File: src/rtl/conv_pkg.sv
// ============================================================================
// Module   : conv_pkg
// Purpose  : Shared types and helpers for the convolution output path.
// Revision : 1.0 - initial release
// ============================================================================
`default_nettype none

package conv_pkg;

    // Width of one float16 result element
    localparam int FP16_W = 16;

    // Streamer FSM states
    typedef enum logic [0:0] {
        CS_IDLE   = 1'b0,
        CS_STREAM = 1'b1
    } cs_state_t;

    // $clog2 that never returns zero, so single-entry counters keep one bit
    function automatic int clog2_min1(input int n);
        return (n > 1) ? $clog2(n) : 1;
    endfunction

endpackage

`default_nettype wire

File: src/rtl/conv_stream_index.sv
// ============================================================================
// Module   : conv_stream_index
// Purpose  : Nested channel/row/column counter. The column advances first,
//            then the row, then the channel; everything wraps after the final
//            element. Also used by the pooling reader.
// Revision : 1.0 - initial release
// ============================================================================
`default_nettype none

module conv_stream_index
    import conv_pkg::*;
#(
    parameter int N_CH  = 1,
    parameter int N_ROW = 2,
    parameter int N_COL = 2,
    parameter int CH_W  = clog2_min1(N_CH),
    parameter int ROW_W = clog2_min1(N_ROW),
    parameter int COL_W = clog2_min1(N_COL)
)(
    input  logic             clk,
    input  logic             reset,
    input  logic             clr,
    input  logic             inc,
    output logic [CH_W-1:0]  ch,
    output logic [ROW_W-1:0] row,
    output logic [COL_W-1:0] col,
    output logic             last
);

    localparam logic [CH_W-1:0]  CH_MAX  = CH_W'(N_CH - 1);
    localparam logic [ROW_W-1:0] ROW_MAX = ROW_W'(N_ROW - 1);
    localparam logic [COL_W-1:0] COL_MAX = COL_W'(N_COL - 1);

    // Coordinate counters; clear wins over increment
    always_ff @(posedge clk or negedge reset) begin
        if (!reset) begin
            ch  <= '0;
            row <= '0;
            col <= '0;
        end else if (clr) begin
            ch  <= '0;
            row <= '0;
            col <= '0;
        end else if (inc) begin
            if (col == COL_MAX) begin
                col <= '0;
                if (row == ROW_MAX) begin
                    row <= '0;
                    ch  <= (ch == CH_MAX) ? '0 : ch + 1'b1;
                end else begin
                    row <= row + 1'b1;
                end
            end else begin
                col <= col + 1'b1;
            end
        end
    end

    assign last = (ch == CH_MAX) && (row == ROW_MAX) && (col == COL_MAX);

endmodule

`default_nettype wire

File: src/rtl/conv_result_streamer.sv
// ============================================================================
// Module   : conv_result_streamer
// Purpose  : Captures one flattened convolution result frame and streams it
//            out one float16 element per valid/ready beat, tagged with its
//            channel/row/column and a last-of-frame flag.
// Options  : CONV_STREAM_PINGPONG_EN - adds a shadow frame buffer so the next
//            frame can be accepted while the current one streams.
// Revision : 1.0 - initial release
// ============================================================================
`default_nettype none

module conv_result_streamer
    import conv_pkg::*;
#(
    parameter  int data_width     = FP16_W,
    parameter  int output_channel = 1,
    parameter  int result_width   = 2,
    parameter  int result_length  = 2,
    localparam int num_elem       = output_channel * result_length * result_width,
    localparam int cnt_w          = clog2_min1(num_elem),
    localparam int ch_w           = clog2_min1(output_channel),
    localparam int row_w          = clog2_min1(result_length),
    localparam int col_w          = clog2_min1(result_width)
)(
    input  logic                             clk,
    input  logic                             reset,
    input  logic                             in_valid,
    output logic                             in_ready,
    input  logic [0:num_elem*data_width-1]   result,
    output logic [data_width-1:0]            out_data,
    output logic                             out_valid,
    input  logic                             out_ready,
    output logic                             out_last,
    output logic [ch_w-1:0]                  out_ch,
    output logic [row_w-1:0]                 out_row,
    output logic [col_w-1:0]                 out_col
);

    cs_state_t                         state;
    logic [0:num_elem*data_width-1]    frame;
    logic [cnt_w-1:0]                  idx;
    logic                              idx_last;
    logic                              capture;
    logic                              beat;
    logic                              beat_last;
    logic                              idx_clr;

`ifdef CONV_STREAM_PINGPONG_EN
    logic [0:num_elem*data_width-1]    shadow;
    logic                              shadow_full;

    // Ready whenever there is somewhere to put a frame
    assign in_ready = !shadow_full;
`else
    // Single buffer: only accept while nothing is streaming
    assign in_ready = (state == CS_IDLE);
`endif

    assign capture   = in_valid && in_ready;
    assign out_valid = (state == CS_STREAM);
    assign beat      = out_valid && out_ready;
    assign beat_last = beat && idx_last;
    assign out_last  = out_valid && idx_last;
    assign out_data  = frame[int'(idx)*data_width +: data_width];

    // Restart coordinates on a fresh capture or at the end of every frame
    assign idx_clr = (capture && (state == CS_IDLE)) || beat_last;

    conv_stream_index #(
        .N_CH  (output_channel),
        .N_ROW (result_length),
        .N_COL (result_width)
    ) u_index (
        .clk   (clk),
        .reset (reset),
        .clr   (idx_clr),
        .inc   (beat),
        .ch    (out_ch),
        .row   (out_row),
        .col   (out_col),
        .last  (idx_last)
    );

    // Frame capture, element index and IDLE/STREAM sequencing
    always_ff @(posedge clk or negedge reset) begin
        if (!reset) begin
            state       <= CS_IDLE;
            frame       <= '0;
            idx         <= '0;
`ifdef CONV_STREAM_PINGPONG_EN
            shadow      <= '0;
            shadow_full <= 1'b0;
`endif
        end else begin
            case (state)
                CS_IDLE: begin
                    if (capture) begin
                        frame <= result;
                        idx   <= '0;
                        state <= CS_STREAM;
                    end
                end
                CS_STREAM: begin
                    if (beat) begin
                        if (idx_last) begin
                            idx <= '0;
`ifdef CONV_STREAM_PINGPONG_EN
                            if (shadow_full) begin
                                frame       <= shadow;
                                shadow_full <= 1'b0;
                            end else if (capture) begin
                                frame <= result;
                            end else begin
                                state <= CS_IDLE;
                            end
`else
                            state <= CS_IDLE;
`endif
                        end else begin
                            idx <= idx + 1'b1;
                        end
                    end
`ifdef CONV_STREAM_PINGPONG_EN
                    // A frame arriving mid-stream waits in the shadow buffer
                    if (capture && !beat_last) begin
                        shadow      <= result;
                        shadow_full <= 1'b1;
                    end
`endif
                end
                default: state <= CS_IDLE;
            endcase
        end
    end

endmodule

`default_nettype wire

File: config.mk
export PLATFORM = sky130hd
export DESIGN_NAME = conv_result_streamer
export DESIGN_NICKNAME = d
export VERILOG_FILES = /design/src/rtl/conv_pkg.sv /design/src/rtl/conv_stream_index.sv /design/src/rtl/conv_result_streamer.sv
export SDC_FILE = /design/constraint.sdc
export NUM_CORES = 1
export LEC_CHECK = 0
export CAP_MARGIN = 20
export CELL_PAD_IN_SITES_DETAIL_PLACEMENT = 1
export CELL_PAD_IN_SITES_GLOBAL_PLACEMENT = 2
export CORE_ASPECT_RATIO = 0.75
export CORE_UTILIZATION = 35
export CTS_BUF_LIST = sky130_fd_sc_hd__clkbuf_4 sky130_fd_sc_hd__clkbuf_8
export CTS_CLUSTER_DIAMETER = 200
export CTS_CLUSTER_SIZE = 30
export DETAILED_ROUTE_END_ITERATION = 8
export GPL_TIMING_DRIVEN = 0
export HOLD_SLACK_MARGIN = 0.1
export PLACE_DENSITY = 0.94
export REMOVE_ABC_BUFFERS = 1
export SYNTH_ARGS = -nofsm -noshare
export SYNTH_HDL_FRONTEND = slang
export SYNTH_HIERARCHICAL = 1
export SYNTH_SLANG_ARGS = --single-unit
File: constraint.sdc
create_clock -name clk -period 1.46 [get_ports clk]
set_input_delay 0.292 -clock clk [delete_from_list [all_inputs] [get_ports clk]]
set_output_delay 0.292 -clock clk [all_outputs]
set_load 0.01 [all_outputs]
==> impl_metrics.py, run 1 <==
metrics = {
    "layout": {
        "fraction_of_layout_cells_with_a_size_suffix_above_1_pct": 48.66,
        "final_cells": 426,
        "design.final.nets": 363,
        "antenna_cells": 0,
        "syn_to_final_growth_pct": 44.72,
    },
    "synthesis": {
        "yosys.area.top_type_share_pct": 52.00,
        "synth_seq_area_share_pct": 52.00,
        "flop_and_latch_count_out_of_synthesis": 69,
        "post_synth.cell_area_avg_sq_um": 18.05,
        "number_of_flops_mapped_to_enable_cells_by_yosys": 0,
        "synth_largest_area_cell": "dfrtp_1",
        "yosys_most_used_dff": "dfrtp_1",
        "yosys-top-cells-count": "69 x dfrtp_1, 49 x mux2_4, 16 x mux4_2",
        "yosys.cell_count.top_type": "dfrtp_1",
        "synth_area_sq_um": 3321,
        "netlist-cell-type-count": 26,
        "syn-instance-count": 184,
        "yosys-top-cells-area": "dfrtp_1 52%, mux2_4 22%, mux4_2 11%, mux2_2 5.1%, buf_12 3.6%",
        "ys.warnings.count": 6,
        "synth_async_sr_flop_share_pct": 100.0,
    },
    "die": {
        "placement_rows": 30,
        "die_area_sq_um": 9885,
        "boundaryPins": 90,
        "chipHeight_um": 86.36,
        "floorplan.core_area_sq_um": 9121,
        "floorplan.die.width_um": 114.5,
        "initial_core_util_pct": 36.41,
    },
    "status": {
        "failed_checks": "negative setup slack",
        "status": "finished with violations",
    },
    "cts": {
        "cts_tree": "done",
        "htree_levels": 3,
        "cts_sinks": 69,
        "cts-buffers-inserted": 9,
        "cts_buffer_depth": 2,
        "worst_skew_pair.late_latency_ps": 350,
        "clk_pin_slew_worst_paths_ps": 70,
        "cts-root-buf": "clkbuf_8",
    },
    "timing": {
        "fin_hold_ws_ps": 392.5,
        "max_freq_mhz": 511.1,
        "final-setup-viol-count": 53,
        "final_min_period_over_clock_period_pct": 134.0,
        "finalHoldViolations": 0,
        "clock_skew_ps": 5.409,
        "post-route-min-period_ps": 1957,
        "tightestPinTransition_ps": 647.9,
        "final.setup.worst_slack_ps": -496.5,
        "rsz0062_at_grt": "yes",
        "timing.slew.headroom_pct": 56.81,
        "finalMaxSlewViolations": 0,
    },
    "setup_path": {
        "worst_r2r_path_depth": 6,
        "startpoint_kind_of_the_worst_setup_timing_path": "flop",
        "cp.arrival_ps": 1660,
        "criticalPathCategory": "flop to primary output",
        "path_max_fanout": 6,
        "crit_path_end_kind": "primary output",
        "reg2reg_setup_slack_ps": -80,
        "required_ps": 1170,
    },
    "global_route": {
        "grt_first_pass_wirelength_mm": 12.39,
        "grtUsageTotal_pct": 17.23,
        "grt_pass1_vias": 2320,
        "pin_count_of_the_biggest_net_entering_global_routing": 70,
        "antenna_violations_before_repair": 0,
        "globalRoute.totalOverflow": 0,
    },
    "detailed_routing": {
        "detail_route.first_pass.iterations": 4,
        "detail_route.vias_per_cell": 4.692,
        "dr.first_iter.drc_count": 75,
        "per_cell_routed_wire_length_um": 19.31,
        "detailroute.via_count": 1999,
        "route.final.wire_length_mm": 8.224,
        "drt.antenna.violating_nets": 0,
        "post-route-drc-count": 0,
    },
    "place": {
        "dp_worst_setup_slack_ps": -836.2,
        "dpl.hpwl_mm": 4.734,
        "io_buffer_count": 88,
        "routabilityCongestion": 0.6862,
        "dp_cells": 390,
    },
    "flow_run": {
        "drv_cap": 0,
    },
    "power_and_ir_drop": {
        "areal_power_density_over_the_cells_nw_per_um2": 2049,
        "power_w": 0.009848,
        "power_leakage_nw": 2.098,
        "vdd_drop_max_mv": 0.9784,
    },
    "hold_path": {
        "min_path_type": "primary input to flop",
        "worst_hold_path.num_cells": 3,
    },
}
stage by stage:
| stage | util, % | TNS (ps) | cell area [sq um] |
|---|---|---|---|
| 6_report | 52.69 | -7969 | 4806 |
| 5_1_grt | 52.69 | -10910 | 4806 |
| 2_1_floorplan | - | -68740 | 3149 |
| 3_3_place_gp | 45.94 | -292520 | 4190 |
| 4_1_cts | 51.58 | -8890 | 4705 |
| 3_5_place_dp | 46.65 | -58640 | 4255 |
cells by family after synthesis:
| group | Yosys count | synth area share, % |
|---|---|---|
| multiplexers | 81 | 38.40 |
| flip-flops | 69 | 52.00 |
| buffers and inverters | 14 | 5.275 |
| AND/OR/NAND/NOR | 11 | 2.299 |
| AO/OA/AOI/OAI | 7 | 1.658 |
| XOR/XNOR | 1 | 0.2638 |
| other | 1 | 0.1129 |
repair_timing:
action | in CTS | in global routing
gates resized for setup | 100 | 26
hold endpoints to repair | 68 | 0
pin swaps | 2 | 2
setup buffers | 15 | 2
cloned | 5 | 4
hold buffers | 1 | 0
setup endpoints to repair | 88 | 72
cell type report:
| type | instances | area, sq um |
|---|---|---|
| Clock buffer | 11 | 138.9 |
| Clock inverter | 3 | 15.01 |
| Fill cell | 877 | 4315 |
| Inverter | 1 | 3.754 |
| Multi-Input combinational cell | 101 | 1479 |
| Sequential cell | 69 | 1733 |
| Tap cell | 128 | 160.2 |
| Timing Repair Buffer | 113 | 1276 |
layout by cell type (no fill, tap or decap), types with 2 or more instances in the layout:
master,n
mux4_2,16
clkbuf_2,2
buf_6,15
clkbuf_16,4
buf_2,7
clkbuf_8,9
clkinv_2,3
clkdlybuf4s50_1,65
buf_16,2
and2_4,2
clkbuf_4,2
nor2_1,3
dfrtp_1,66
clkdlybuf4s15_1,2
buf_12,9
and2_1,2
mux2_4,64
buf_4,5
dfrtp_2,2
critical path, stage by stage (launching register included):
cell     delay [ps]
dfrtp_2         400
buf_12          110
buf_16          120
mux4_2          530
buf_6           140
worst paths after layout:
check	startpoint	end
setup / recovery	idx[0]	out_data[2]
hold / removal	in_valid	out_valid
setup reg to reg	out_valid	frame[42]
hold reg to reg	frame[39]	frame[39]
max in group asynchronous	reset	frame[55]
min in group asynchronous	reset	frame[2]
report_power, final:
group	leakage, nW	internal (W)	switching (W)
Clock	0.0856	0.000627	0.000693
Sequential	0.825	0.00289	0.000657
Combinational	1.19	0.00340	0.00158
metal layers:
layer	track usage (%)	wire length (um)	vias to the layer above
met3	6.014	478	15
met5	0	0	-
met4	5.549	127	0
li1	-	-	891
met2	29.64	4072	62
met1	20.32	3545	1031
registers in the layout, summed over array words and instances (netlist names):
register and flops:
frame 64, idx 2, out_valid 1, u_index/col 1
u_index/row 1
Power figures use the tool's default switching activity.
==> run 2: changes to the inputs <==
--- a/config.mk
+++ b/config.mk
@@ -18,6 +18,7 @@
 export HOLD_SLACK_MARGIN = 0.1
 export PLACE_DENSITY = 0.94
 export REMOVE_ABC_BUFFERS = 1
+export SETUP_SLACK_MARGIN = 0.15
 export SYNTH_ARGS = -nofsm -noshare
 export SYNTH_HDL_FRONTEND = slang
 export SYNTH_HIERARCHICAL = 1
==> impl_metrics.py, run 2 (same netlist as run 1, synthesis figures left out) <==
metrics = {
    "status": {
        "status": "finished with violations",
        "failed_checks": "negative setup slack",
    },
    "die": {
        "die_area_sq_um": 9885,
        "initial_core_util_pct": 36.41,
        "placement_rows": 30,
        "floorplan.die.width_um": 114.5,
        "chipHeight_um": 86.36,
        "boundaryPins": 90,
        "floorplan.core_area_sq_um": 9121,
    },
    "global_route": {
        "pin_count_of_the_biggest_net_entering_global_routing": 70,
        "antenna_violations_before_repair": 0,
        "globalRoute.totalOverflow": 0,
        "grt_first_pass_wirelength_mm": 13.39,
        "grtUsageTotal_pct": 18.77,
        "grt_pass1_vias": 2400,
    },
    "cts": {
        "clk_pin_slew_worst_paths_ps": 70,
        "cts_tree": "done",
        "cts_sinks": 69,
        "cts-buffers-inserted": 9,
        "cts-root-buf": "clkbuf_8",
        "htree_levels": 3,
        "cts_buffer_depth": 2,
        "worst_skew_pair.late_latency_ps": 350,
    },
    "setup_path": {
        "cp_slowest_stage_delay_ps": 530,
        "required_ps": 1170,
        "timing.critical_path.max_delay_family": "multiplexers",
        "startpoint_kind_of_the_worst_setup_timing_path": "flop",
        "path_max_fanout": 6,
        "critical_path.slowest_cell": "mux4_2",
        "critPathBufInv": 3,
        "critical_path.cell_chain": "buf_12, buf_16, mux4_2, buf_6",
        "cp.arrival_ps": 1660,
        "criticalPathCategory": "flop to primary output",
        "crit_path_end_kind": "primary output",
        "reg2reg_setup_slack_ps": -130,
    },
    "timing": {
        "timing.slew.headroom_pct": 40.52,
        "finalHoldViolations": 0,
        "tns_ps": -13760,
        "final_min_period_over_clock_period_pct": 133.8,
        "final-setup-viol-count": 81,
        "max_freq_mhz": 512.0,
        "rsz0062_at_grt": "yes",
        "post-route-min-period_ps": 1953,
        "tightestPinTransition_ps": 892.2,
        "final.setup.worst_slack_ps": -493.1,
        "finalMaxSlewViolations": 0,
        "clock_skew_ps": 5.431,
    },
    "layout": {
        "syn_to_final_growth_pct": 53.13,
        "final.fill_count": 864,
        "design.final.nets": 376,
        "layout.cells.most_common": "dfrtp_1",
        "antenna_cells": 0,
        "area_occupied_by_multi_input_gates_sq_um": 1499,
        "postLayoutCellArea_sq_um": 5085,
        "largest_register": "frame",
        "largest_registers": "frame: 64 flops, idx: 2 flops",
        "postLayoutCoreUtil_pct": 55.75,
        "seq_cell_area_sq_um": 1733,
        "fraction_of_layout_cells_with_a_size_suffix_above_1_pct": 52.73,
        "most-common-layout-cells": "66 x dfrtp_1, 65 x clkdlybuf4s50_1, 64 x mux2_4",
        "largest_register_ffs": 64,
        "final_cells": 439,
    },
    "detailed_routing": {
        "routed-wl-met3_um": 448,
        "drt.antenna.violating_nets": 0,
        "dr.first_iter.drc_count": 84,
        "met2WireLength_mm": 4.517,
        "detailroute.via_count": 2075,
        "route.top_layer_used": "met4",
        "detail_route.first_pass.iterations": 4,
        "detail_route.vias_per_cell": 4.727,
        "per_cell_routed_wire_length_um": 20.00,
        "route.final.wire_length_mm": 8.779,
        "m1WireLength_mm": 3.705,
        "post-route-drc-count": 0,
    },
    "place": {
        "dp_cells": 390,
        "dpl.hpwl_mm": 4.734,
        "io_buffer_count": 88,
        "place_area_sq_um": 4255,
        "routabilityCongestion": 0.6862,
    },
    "power_and_ir_drop": {
        "areal_power_density_over_the_cells_nw_per_um2": 2093,
        "power_w": 0.01064,
        "vdd_drop_max_mv": 0.9868,
        "power_leakage_nw": 2.226,
    },
    "hold_path": {
        "min_path_type": "primary input to asynchronous set/reset pin",
    },
    "flow_run": {
        "drv_cap": 0,
    },
}
run 2: repair_timing:
| item | in CTS | in global routing |
|---|---|---|
| gates resized for setup | 138 | 17 |
| hold endpoints to repair | 68 | 0 |
| pin swaps | 4 | 5 |
| setup buffers | 18 | 8 |
| setup endpoints to repair | 88 | 88 |
| gates cloned | 8 | 1 |
run 2: path summary, 6_finish.rpt:
path / start / endpoint / cells after the start
worst max register to register: idx[0] / idx[1] / 7
worst min-delay path: reset / frame[31] / 1
worst max-delay path: idx[0] / out_data[2] / 4
min in group clk: in_valid / out_valid / 3
max in group asynchronous: reset / idx[0] / 1
worst min register to register: frame[39] / frame[39] / 1
run 2: worst reg2reg max path: cells and delay by family (launching register included):
family          cells  cell delay, ps
flops               1             430
buf+inv             5             590
simple gates        1             140
compound gates      1             310
run 2: per-stage QoR:
step / setup slack [ps] / hold WS (ps)
2_1_floorplan: -1024 / -3.591
3_3_place_gp: -2278 / 487.5
3_5_place_dp: -836.2 / 470.7
4_1_cts: -509.6 / 86.83
5_1_grt: -551.9 / 136.9
6_report: -493.1 / 56.67
run 2: area by class of cell:
class,count,area share (%)
clock buffers,11,2.731
clock inverters,3,0.2953
inverters,1,0.07382
multi-input cells,101,29.48
flip-flops and latches,69,34.08
well taps,128,3.150
repair buffers,126,30.19
run 2: per-layer routing:
| metal | up-vias | global-route usage (%) |
|---|---|---|
| li1 | 919 | - |
| met3 | 13 | 5.664 |
| met5 | - | 0 |
| met4 | 0 | 5.313 |
| met1 | 1077 | 22.32 |
| met2 | 66 | 33.11 |
run 2: report_power, final:
| part | internal, W | switching [W] |
|---|---|---|
| clock | 0.000627 | 0.000693 |
| combinational | 0.00398 | 0.00176 |
| sequential | 0.00289 | 0.000686 |
==> run 3: changes to the inputs <==
--- a/config.mk
+++ b/config.mk
@@ -16,7 +16,7 @@
 export DETAILED_ROUTE_END_ITERATION = 8
 export GPL_TIMING_DRIVEN = 0
 export HOLD_SLACK_MARGIN = 0.1
-export PLACE_DENSITY = 0.94
+export PLACE_DENSITY = 0.81
 export REMOVE_ABC_BUFFERS = 1
 export SETUP_SLACK_MARGIN = 0.15
 export SYNTH_ARGS = -nofsm -noshare
==> impl_metrics.py, run 3 (same netlist as run 1, synthesis figures left out) <==
metrics = {
    "detailed_routing": {
        "detail_route.first_pass.iterations": 3,
        "route.final.wire_length_mm": 8.343,
        "drt.antenna.violating_nets": 0,
        "detail_route.vias_per_cell": 4.589,
        "dr.first_iter.drc_count": 46,
        "post-route-drc-count": 0,
        "detailroute.via_count": 2019,
        "per_cell_routed_wire_length_um": 18.96,
    },
    "setup_path": {
        "startpoint_kind_of_the_worst_setup_timing_path": "flop",
        "cp_slowest_stage_delay_ps": 500,
        "critical_path.cell_chain": "buf_6, buf_16, mux4_2, buf_6",
        "critical_path.slowest_cell": "dfrtp_4",
        "cp.arrival_ps": 1710,
        "cpMostUsedCell": "buf_6",
        "required_ps": 1170,
        "criticalPathCategory": "flop to primary output",
        "crit_path_end_kind": "primary output",
        "critPathBufInv": 3,
        "timing.critical_path.max_delay_family": "flip-flops",
        "path_max_fanout": 6,
    },
    "hold_path": {
        "min_path_type": "primary input to asynchronous set/reset pin",
    },
    "cts": {
        "htree_levels": 3,
        "clk_pin_slew_worst_paths_ps": 70,
        "cts_sinks": 69,
        "cts-buffers-inserted": 9,
        "cts-root-buf": "clkbuf_8",
        "cts_buffer_depth": 2,
        "cts_tree": "done",
        "worst_skew_pair.late_latency_ps": 350,
    },
    "global_route": {
        "grt_first_pass_wirelength_mm": 13.01,
        "grt_pass1_vias": 2306,
        "antenna_violations_before_repair": 0,
        "globalRoute.totalOverflow": 0,
        "grtUsageTotal_pct": 18.24,
        "pin_count_of_the_biggest_net_entering_global_routing": 70,
    },
    "status": {
        "status": "finished with violations",
        "failed_checks": "negative setup slack",
    },
    "layout": {
        "syn_to_final_growth_pct": 52.30,
        "largest_registers": "frame: 64 flops, idx: 2 flops",
        "layout.cells.most_common": "dfrtp_1",
        "largest_register_ffs": 64,
        "fraction_of_layout_cells_with_a_size_suffix_above_1_pct": 52.88,
        "most-common-layout-cells": "66 x dfrtp_1, 65 x clkdlybuf4s50_1, 64 x mux2_4",
        "largest_register": "frame",
        "antenna_cells": 0,
        "postLayoutCoreUtil_pct": 55.45,
        "postLayoutCellArea_sq_um": 5057,
        "design.final.nets": 376,
    },
    "die": {
        "boundaryPins": 90,
        "initial_core_util_pct": 36.41,
        "placement_rows": 30,
        "floorplan.die.width_um": 114.5,
        "floorplan.core_area_sq_um": 9121,
        "chipHeight_um": 86.36,
        "die_area_sq_um": 9885,
    },
    "power_and_ir_drop": {
        "power_leakage_nw": 2.221,
        "vdd_drop_max_mv": 0.7600,
        "p_clk_share_pct": 14.1,
        "p_sw_w": 0.003033,
        "areal_power_density_over_the_cells_nw_per_um2": 2078,
        "switch_share_pct": 28.86,
        "sequentialPowerShare_pct": 33.7,
        "internal-power_w": 0.007475,
        "power_w": 0.01051,
        "pwr-share-comb_pct": 52.2,
    },
    "timing": {
        "final.setup.worst_slack_ps": -541.6,
        "final-setup-viol-count": 84,
        "timing.slew.headroom_pct": 38.94,
        "final_min_period_over_clock_period_pct": 137.1,
        "clock_skew_ps": 8.478,
        "rsz0062_at_grt": "yes",
        "tightestPinTransition_ps": 916.0,
        "finalMaxSlewViolations": 0,
        "post-route-min-period_ps": 2002,
        "max_freq_mhz": 499.6,
        "finalHoldViolations": 0,
    },
    "place": {
        "dp_worst_setup_slack_ps": -1026,
        "routabilityCongestion": 0.6724,
        "place_area_sq_um": 4263,
        "dpl.hpwl_mm": 4.553,
        "io_buffer_count": 88,
    },
    "flow_run": {
        "drv_cap": 0,
    },
}
[run 3: changes by cell type in the layout (fill, tap and decap cells not counted), moves of 2 or more]
cell,change
buf_16,-3
clkbuf_8,+3
buf_2,+3
clkinv_2,-2
[run 3: worst paths after layout]
path                                start           to  slack (ps)  cells after the start
worst max-delay path               idx[0]  out_data[5]        -540                      4
worst min-delay path                reset    frame[15]          80                      1
worst max register to register  out_valid    frame[39]        -170                      7
worst min register to register  frame[60]    frame[60]         510                      1
max in group asynchronous           reset       idx[0]         710                      1
min in group clk                 in_valid    out_valid         480                      3
[run 3: worst register-to-register path, delay by kind of cell (launching register included)]
kind	cells	cell delay (ps)
buf+inv	5	650
flops	1	430
mux	1	300
simple gates	1	110
[run 3: cell type report]
cell class              instances  area, sq um
flip-flops and latches         69         1733
inverters                       1        3.754
repair buffers                125         1465
clock buffers                  14        180.2
fillers                       867         4064
multi-input cells             102         1510
clock inverters                 1        5.005
well taps                     128        160.2
[run 3: through the flow]
stage,instances,TNS [ps],hold WS (ps)
final,440,-15040,81.61
after global routing,440,-18110,136.2
after CTS,433,-13030,94.91
after detailed placement,390,-70160,485.0
after global placement,387,-299280,487.6
after floorplan,171,-68740,-3.591
[run 3: power groups by stage]
stage,Sequential [W],Combinational (W),Clock (W)
global route,0.00367,0.00583,0.00162
floorplan,0.00342,0.00269,0
global placement,0.00367,0.00404,0
CTS,0.00352,0.00520,0.00153
finish,0.00354,0.00548,0.00148
detailed placement,0.00362,0.00432,0
[run 3: what timing repair did]
item / CTS / global route
endpoints found under the setup margin: 89 / 88
pin swaps: 1 / 1
cloned: 7 / 1
resized for setup: 139 / 13
hold endpoints to repair: 12 / 0
buffers inserted: 21 / 6
[run 3: layer usage]
| metal | track usage, % | wire [um] | up-vias |
|---|---|---|---|
| met5 | 0 | 0 | - |
| met2 | 29.15 | 4092 | 57 |
| met3 | 5.594 | 377 | 7 |
| met4 | 6.494 | 87 | 0 |
| met1 | 23.59 | 3785 | 1029 |
| li1 | - | - | 926 |
